`config.mk`:
```
export PLATFORM = sky130hd
export DESIGN_NAME = safecrack_pro_fsm
export DESIGN_NICKNAME = d
export VERILOG_FILES = /design/src/rtl/safecrack_pkg.sv /design/src/rtl/safecrack_btn_sync.sv /design/src/rtl/safecrack_pro_fsm.sv
export SDC_FILE = /design/constraint.sdc
export NUM_CORES = 1
export LEC_CHECK = 0
export BUFFER_PORTS_ARGS = -buffer_cell sky130_fd_sc_hd__clkbuf_2
export CAP_MARGIN = 20
export CORE_MARGIN = 10
export CORE_UTILIZATION = 55
export CTS_CLUSTER_DIAMETER = 150
export CTS_CLUSTER_SIZE = 28
export DETAILED_ROUTE_END_ITERATION = 16
export GPL_TIMING_DRIVEN = 0
export PLACE_DENSITY = 0.73
export SETUP_SLACK_MARGIN = 0.3
export SLEW_MARGIN = 20
export SYNTH_ARGS = -nofsm -noshare
export SYNTH_HDL_FRONTEND = slang
export SYNTH_SLANG_ARGS = --single-unit
export TNS_END_PERCENT = 100
```
`constraint.sdc`:
```
create_clock -name clk -period 5.8 [get_ports clk]
set_input_delay 0.29 -clock clk [delete_from_list [all_inputs] [get_ports clk]]
set_output_delay 0.29 -clock clk [all_outputs]
set_load 0.005 [all_outputs]
```
`src/rtl/safecrack_pkg.sv`:
```
// safecrack_pkg: state encoding and helper functions shared by the safecrack_pro_fsm lock.
package safecrack_pkg;

  // One-hot so each indicator decodes from a single state bit; PROGRAM is always enumerated.
  typedef enum logic [4:0] {
    ST_ENTRY    = 5'b00001,
    ST_ERROR    = 5'b00010,
    ST_UNLOCKED = 5'b00100,
    ST_LOCKOUT  = 5'b01000,
    ST_PROGRAM  = 5'b10000
  } state_t;

  // Progress mask with bits [idx:0] set; callers truncate to CODE_LEN bits.
  function automatic logic [63:0] therm(input int unsigned idx);
    logic [63:0] mask;
    mask = '0;
    for (int unsigned i = 0; i < 64; i++) begin
      if (i <= idx) mask[i] = 1'b1;
    end
    return mask;
  endfunction

  function automatic logic [63:0] sec_to_cycles(input logic [63:0] hz, input logic [63:0] sec);
    return hz * sec;
  endfunction

endpackage

```
`src/rtl/safecrack_btn_sync.sv`:
```
// safecrack_btn_sync: 2-FF synchroniser plus press-edge detector for W active-low buttons.
module safecrack_btn_sync #(
  parameter int W = 1
) (
  input  logic         clk,
  input  logic         rstn,
  input  logic [W-1:0] raw_n_i,
  output logic [W-1:0] edge_o
);

  logic [W-1:0] meta_q;
  logic [W-1:0] sync_q;
  logic [W-1:0] prev_q;
  logic [2:0]   arm_q;

  // NOTE: non-blocking assignments make the flops update together, so the chain really shifts by one stage per clock.
  always_ff @(posedge clk or negedge rstn) begin
    if (!rstn) begin
      meta_q <= '1;
      sync_q <= '1;
      prev_q <= '0;
      arm_q  <= '0;
    end else begin
      meta_q <= raw_n_i;
      sync_q <= meta_q;
      prev_q <= ~sync_q;
      arm_q  <= {arm_q[1:0], 1'b1};
    end
  end

  // Edges are held off until prev has seen a post-reset sample, so a button held through reset never fires.
  assign edge_o = arm_q[2] ? (~sync_q & ~prev_q) : '0;

endmodule

```
`src/rtl/safecrack_pro_fsm.sv`:
```
// safecrack_pro_fsm: combination lock with progress LEDs, fail counting, timed lockout and stored code.
// Define SAFECRACK_REPROGRAM_EN to add the prog_n_i port and the PROGRAM state.
module safecrack_pro_fsm
  import safecrack_pkg::*;
#(
  parameter int unsigned                           NUM_BTN      = 4,
  parameter int unsigned                           CODE_LEN     = 4,
  parameter logic [CODE_LEN*$clog2(NUM_BTN)-1:0]   DEFAULT_CODE = 8'hE4,
  parameter int unsigned                           CLK_HZ       = 50_000_000,
  parameter int unsigned                           ERR_SEC      = 3,
  parameter int unsigned                           OPEN_SEC     = 5,
  parameter int unsigned                           MAX_FAILS    = 3,
  parameter int unsigned                           LOCKOUT_SEC  = 30
) (
  input  logic                           clk,
  input  logic                           rstn,
  input  logic [NUM_BTN-1:0]             btn_i,
`ifdef SAFECRACK_REPROGRAM_EN
  input  logic                           prog_n_i,
`endif
  output logic [CODE_LEN-1:0]            led_progress_o,
  output logic                           led_r_o,
  output logic                           led_lock_o,
  output logic [$clog2(MAX_FAILS+1)-1:0] fail_cnt_o
);

  localparam int unsigned DW = $clog2(NUM_BTN);
  localparam int unsigned IW = (CODE_LEN > 1) ? $clog2(CODE_LEN) : 1;
  localparam int unsigned FW = $clog2(MAX_FAILS + 1);

  localparam logic [63:0] ERR_CYC  = sec_to_cycles(64'(CLK_HZ), 64'(ERR_SEC));
  localparam logic [63:0] OPEN_CYC = sec_to_cycles(64'(CLK_HZ), 64'(OPEN_SEC));
  localparam logic [63:0] LOCK_CYC = sec_to_cycles(64'(CLK_HZ), 64'(LOCKOUT_SEC));
  localparam logic [63:0] MAX_EO   = (ERR_CYC > OPEN_CYC) ? ERR_CYC : OPEN_CYC;
  localparam logic [63:0] MAX_CYC  = (MAX_EO > LOCK_CYC) ? MAX_EO : LOCK_CYC;
  localparam int unsigned TW       = (MAX_CYC > 64'd1) ? $clog2(MAX_CYC) : 1;

  localparam logic [TW-1:0] ERR_LOAD  = TW'(ERR_CYC - 64'd1);
  localparam logic [TW-1:0] OPEN_LOAD = TW'(OPEN_CYC - 64'd1);
  localparam logic [TW-1:0] LOCK_LOAD = TW'(LOCK_CYC - 64'd1);

  state_t                 state_q, state_d;
  logic [IW-1:0]          idx_q, idx_d;
  logic [FW-1:0]          fail_q, fail_d, fail_inc;
  logic [TW-1:0]          timer_q, timer_d;
  logic [NUM_BTN-1:0]     btn_edge;
  logic [DW-1:0]          press_val;
  logic                   press_any, press_one, last_digit, timer_done;
  logic [CODE_LEN*DW-1:0] code;

  safecrack_btn_sync #(.W(NUM_BTN)) u_btn_sync (
    .clk     (clk),
    .rstn    (rstn),
    .raw_n_i (btn_i),
    .edge_o  (btn_edge)
  );

`ifdef SAFECRACK_REPROGRAM_EN
  logic                   prog_edge;
  logic [CODE_LEN*DW-1:0] code_q, code_d, shadow_q, shadow_d;

  safecrack_btn_sync #(.W(1)) u_prog_sync (
    .clk     (clk),
    .rstn    (rstn),
    .raw_n_i (prog_n_i),
    .edge_o  (prog_edge)
  );

  assign code = code_q;
`else
  assign code = DEFAULT_CODE;
`endif

  always_comb begin
    press_val = '0;
    for (int unsigned i = 0; i < NUM_BTN; i++) begin
      if (btn_edge[i]) press_val = DW'(i);
    end
  end

  assign press_any  = |btn_edge;
  assign press_one  = $onehot(btn_edge);
  assign last_digit = (idx_q == IW'(CODE_LEN - 1));
  assign timer_done = (timer_q == '0);
  assign fail_inc   = fail_q + 1'b1;

  // NOTE: every next-state signal takes its hold value first, so no path through the case can infer a latch.
  always_comb begin
    state_d = state_q;
    idx_d   = idx_q;
    fail_d  = fail_q;
    timer_d = timer_q;
`ifdef SAFECRACK_REPROGRAM_EN
    code_d   = code_q;
    shadow_d = shadow_q;
`endif
    case (state_q)
      ST_ENTRY: begin
        if (press_any) begin
          if (press_one && press_val == code[idx_q*DW +: DW]) begin
            if (last_digit) begin
              state_d = ST_UNLOCKED;
              idx_d   = '0;
              fail_d  = '0;
              timer_d = OPEN_LOAD;
            end else begin
              idx_d = idx_q + 1'b1;
            end
          end else begin
            idx_d  = '0;
            fail_d = fail_inc;
            if (fail_inc == FW'(MAX_FAILS)) begin
              state_d = ST_LOCKOUT;
              timer_d = LOCK_LOAD;
            end else begin
              state_d = ST_ERROR;
              timer_d = ERR_LOAD;
            end
          end
        end
      end
      ST_ERROR, ST_UNLOCKED, ST_LOCKOUT: begin
        if (timer_done) begin
          state_d = ST_ENTRY;
          idx_d   = '0;
          if (state_q == ST_LOCKOUT) fail_d = '0;
        end
`ifdef SAFECRACK_REPROGRAM_EN
        else if (state_q == ST_UNLOCKED && prog_edge) begin
          state_d = ST_PROGRAM;
          idx_d   = '0;
          timer_d = OPEN_LOAD;
        end
`endif
        else begin
          timer_d = timer_q - 1'b1;
        end
      end
`ifdef SAFECRACK_REPROGRAM_EN
      ST_PROGRAM: begin
        if (press_any) begin
          state_d = ST_ENTRY;
          idx_d   = '0;
          if (press_one) begin
            shadow_d[idx_q*DW +: DW] = press_val;
            if (last_digit) begin
              code_d = shadow_d;
            end else begin
              state_d = ST_PROGRAM;
              idx_d   = idx_q + 1'b1;
              timer_d = OPEN_LOAD;
            end
          end
        end else if (timer_done) begin
          state_d = ST_ENTRY;
          idx_d   = '0;
        end else begin
          timer_d = timer_q - 1'b1;
        end
      end
`endif
      default: begin
        state_d = ST_ENTRY;
        idx_d   = '0;
      end
    endcase
  end

  always_ff @(posedge clk or negedge rstn) begin
    if (!rstn) begin
      state_q <= ST_ENTRY;
      idx_q   <= '0;
      fail_q  <= '0;
      timer_q <= '0;
    end else begin
      state_q <= state_d;
      idx_q   <= idx_d;
      fail_q  <= fail_d;
      timer_q <= timer_d;
    end
  end

`ifdef SAFECRACK_REPROGRAM_EN
  always_ff @(posedge clk or negedge rstn) begin
    if (!rstn) code_q <= DEFAULT_CODE;
    else       code_q <= code_d;
  end

  // NOTE: shadow_q has no reset; every digit is rewritten before it is ever copied into code_q.
  always_ff @(posedge clk) begin
    shadow_q <= shadow_d;
  end
`endif

  always_comb begin
    led_progress_o = '0;
    case (state_q)
      ST_ENTRY:    led_progress_o = CODE_LEN'(therm(32'(idx_q)));
      ST_UNLOCKED: led_progress_o = '1;
      ST_PROGRAM:  if (idx_q != '0) led_progress_o = CODE_LEN'(therm(32'(idx_q) - 32'd1));
      default:     led_progress_o = '0;
    endcase
  end

  assign led_r_o    = (state_q == ST_ERROR);
  assign led_lock_o = (state_q == ST_LOCKOUT);
  assign fail_cnt_o = fail_q;

endmodule

```
==> impl_metrics.toml <==
[route]
vias = 2542
antenna_left = 0
drt-vias-per-instance = 5.94
drt_wl_total_mm = 6.60
drc = 0
wl_per_cell_um = 15.4
drt_iter0_markers = 173
first_pass_iters = 6

[cts]
clockBufferDepth = 2
clk_pin_slew_worst_paths_ps = 100
numCtsBuffers = 5
cts_tree = "done"
clock_latency_ps = 310
cts_root_buf = "clkbuf_8"
cts.sinks = 54
cts_setup_buffers = 0
hold_buffers = 0
htreeDepth = 2
cts_resized = 0

[global_routing]
grt_pass1_vias = 2319
grt_start_max_net_pins = 55
antenna_found_initial = 0
grt_use_total_pct = 15.9
grt_pass1_wl_mm = 11.3
grt-ovfl-total = 0

[synthesis]
synth.area.top_cells = "dfrtp_1, dfstp_2, nor2_1, o21ai_0, a21oi_1"
synthesis.nets = 352
ys_seq_elements = 54
netlist_area_um2 = 2960
async_flop_share_pct = 100
synth.avg_cell_area_um2 = 8.80
ys_seq_area_share_pct = 46.0
synth-main-ff-cell = "dfrtp_1"
synth.distinct_cells = 54
synth_edf_count = 0
syn_inst = 337
yosysTopAreaCell = "dfrtp_1"
yosys_warnings = 0
synth_top_area_share_pct = 38.0

[setup_path]
start_kind = "flip-flop"
rr_endpoint = "timer_q[14]$_DFFE_PN0P_"
crit_required_ps = 6000
rrSetupSlack_ps = 2300
crit_family = "compound AO/OA/AOI/OAI gates"
crit_arrival_ps = 3700
cp_cell_sequence = "nor2_1, nand2_1, ha_1, xor2_1, ha_1, ha_1, or3b_1, nor3_1, a22oi_2, a21oi_1, a41oi_1, o22a_1"
cp_slowest_stage_delay_ps = 560
critPathMaxFanout = 9
crit_path_end_kind = "flip-flop"
crit_buf_inv = 0
slowest_stage = "dfstp_2"
ff2ff_path_depth = 12
timing.rr.start = "u_btn_sync.sync_q[1]$_DFF_PN1_"
crit_type = "flip-flop to flip-flop"
cpMostUsedCell = "ha_1"

[pwr]
max-vdd-ir-drop_mv = 0.204
p_per_area_nw_per_um2 = 440
p_leak_nw = 1.42

[place]
globalplace.congestion = 0.851
hpwl_mm = 4.71
io_buffers = 13

[sta]
tightestPinTransition_ps = 711
slew_viol_final = 0
rsz0062_at_grt = "false"
setup_viol = 0
fin_crit_sh_pct = 60.3
fin_skew_ps = 5.75
hold_ws_ps = 29.9
fin_crit_ps = 3500
report.final.hold_viol_count = 0
relSlewSlack_pct = 52.6
final.setup.tns_ps = 0
max_freq_mhz = 286

[cells_and_area]
syn2layout_area_growth_pct = 8.44
final_common_cell = "nor2_1"
diodes = 0
layout.nets = 372
drive_gt1_share_pct = 12.8
layout_common_cells = "nor2_1, dfrtp_1, o21ai_0"

[floorplan]
start_util_pct = 57.3
fp-row-count = 26
ios = 14
die_y_um = 93.4
fp.dieW_um = 93.4
core-area_um2 = 5170
dieArea_um2 = 8730

[run]
drv_cap = 0

[run_status]
status = "finished, final reports clean"

[min_path]
worstHoldPathType = "primary input to asynchronous set/reset pin"
-- area by class of cell --
type                       instances  area [um^2]
buffer                            18         87.6
clock buffer                       5         68.8
multi-input combinational        244         1440
inverter                          21         78.8
fill                             440         1960
tap                               70         87.6
timing repair buffer              13         67.6
sequential                        54         1360
clock inverter                     3         26.3
-- synth_stat cells, types with 2 or more instances --
cell type and n:
or2_2 3, o31ai_1 3, o22a_1 7, and2_1 3
nand2_1 22, or3_1 5, o21ai_0 30, a31oi_1 16
nand3_1 5, o21a_1 3, nor2_1 46, o41ai_1 3
buf_2 7, nor2b_1 2, a21oi_1 25, o22ai_1 3
inv_1 20, dfstp_2 9, a41oi_1 3, and3_1 6
clkbuf_1 8, xor2_1 2, nand2b_1 2, nor3b_1 5
or3b_1 2, nor4b_1 2, nor3_1 12, o21ai_1 4
ha_1 9, a21o_1 2, dfrtp_1 45
-- metal layers --
layer | vias up | share of wire (%) | track usage [%]
li1 | 1245 | - | -
met1 | 1197 | 47 | 21.6
met2 | 88 | 45 | 24.2
met3 | 12 | 6.3 | 3.36
met4 | 0 | 1.6 | 6.04
met5 | - | 0 | 0
-- where the power goes --
part	total [mW]	internal [mW]	leakage [nW]	switching, mW
Sequential	0.549	0.471	0.619	0.0784
Combinational	0.651	0.242	0.750	0.410
Clock	0.212	0.0873	0.0483	0.125
Total	1.41	0.800	1.42	0.613
-- worst reg2reg max path, stage by stage, from the launching register on --
cell and delay (ps):
dfstp_2 560, nor2_1 50, nand2_1 80, ha_1 250
xor2_1 170, ha_1 220, ha_1 270, or3b_1 410
nor3_1 330, a22oi_2 200, a21oi_1 530, a41oi_1 90
o22a_1 240
-- state kept, by name, summed over array words and instances, names as in the netlist --
signal,cells
fail_cnt_o,2
idx_q,2
state_q,4
timer_q,31
u_btn_sync.arm_q,3
u_btn_sync.meta_q,4
u_btn_sync.prev_q,4
u_btn_sync.sync_q,4
-- logic make-up after synthesis --
group	count (synthesis)	share of synthesized area, %
simple gates	122	20.5
mux	1	0.338
flops	54	46.0
xor+xnor	3	0.887
other cells	1	0.127
buf+inv	39	5.61
compound gates	108	22.8
fa+ha+maj	9	3.80
-- through the flow --
stage / instance area (um^2) / setup slack (ps) / utilization, % / std cells / power, mW
after floorplan: 2960 / 2720 / - / 337 / 1.01
after global placement: 3120 / 2360 / 60.3 / 420 / 1.19
after detailed placement: 3120 / 2340 / 60.3 / 420 / 1.20
after CTS: 3210 / 2300 / 62.1 / 428 / 1.42
after global routing: 3210 / 1990 / 62.1 / 428 / 1.53
final: 3210 / 2300 / 62.1 / 428 / 1.41
-- worst max path at each step --
| stage | startpoint | endpoint | cells past startpoint |
|---|---|---|---|
| 6_report | u_btn_sync.sync_q[1]$_DFF_PN1_ | timer_q[14]$_DFFE_PN0P_ | 12 |
| 5_1_grt | u_btn_sync.arm_q[2]$_DFF_PN0_ | timer_q[29]$_DFFE_PN0P_ | 13 |
| 4_1_cts | u_btn_sync.sync_q[1]$_DFF_PN1_ | timer_q[14]$_DFFE_PN0P_ | 12 |
| 3_5_place_dp | u_btn_sync.sync_q[1]$_DFF_PN1_ | timer_q[14]$_DFFE_PN0P_ | 12 |
| 3_3_place_gp | u_btn_sync.arm_q[2]$_DFF_PN0_ | timer_q[14]$_DFFE_PN0P_ | 11 |
| 2_1_floorplan | u_btn_sync.sync_q[1]$_DFF_PN1_ | timer_q[26]$_DFFE_PN0P_ | 14 |
(Power assumes the default switching activity.)
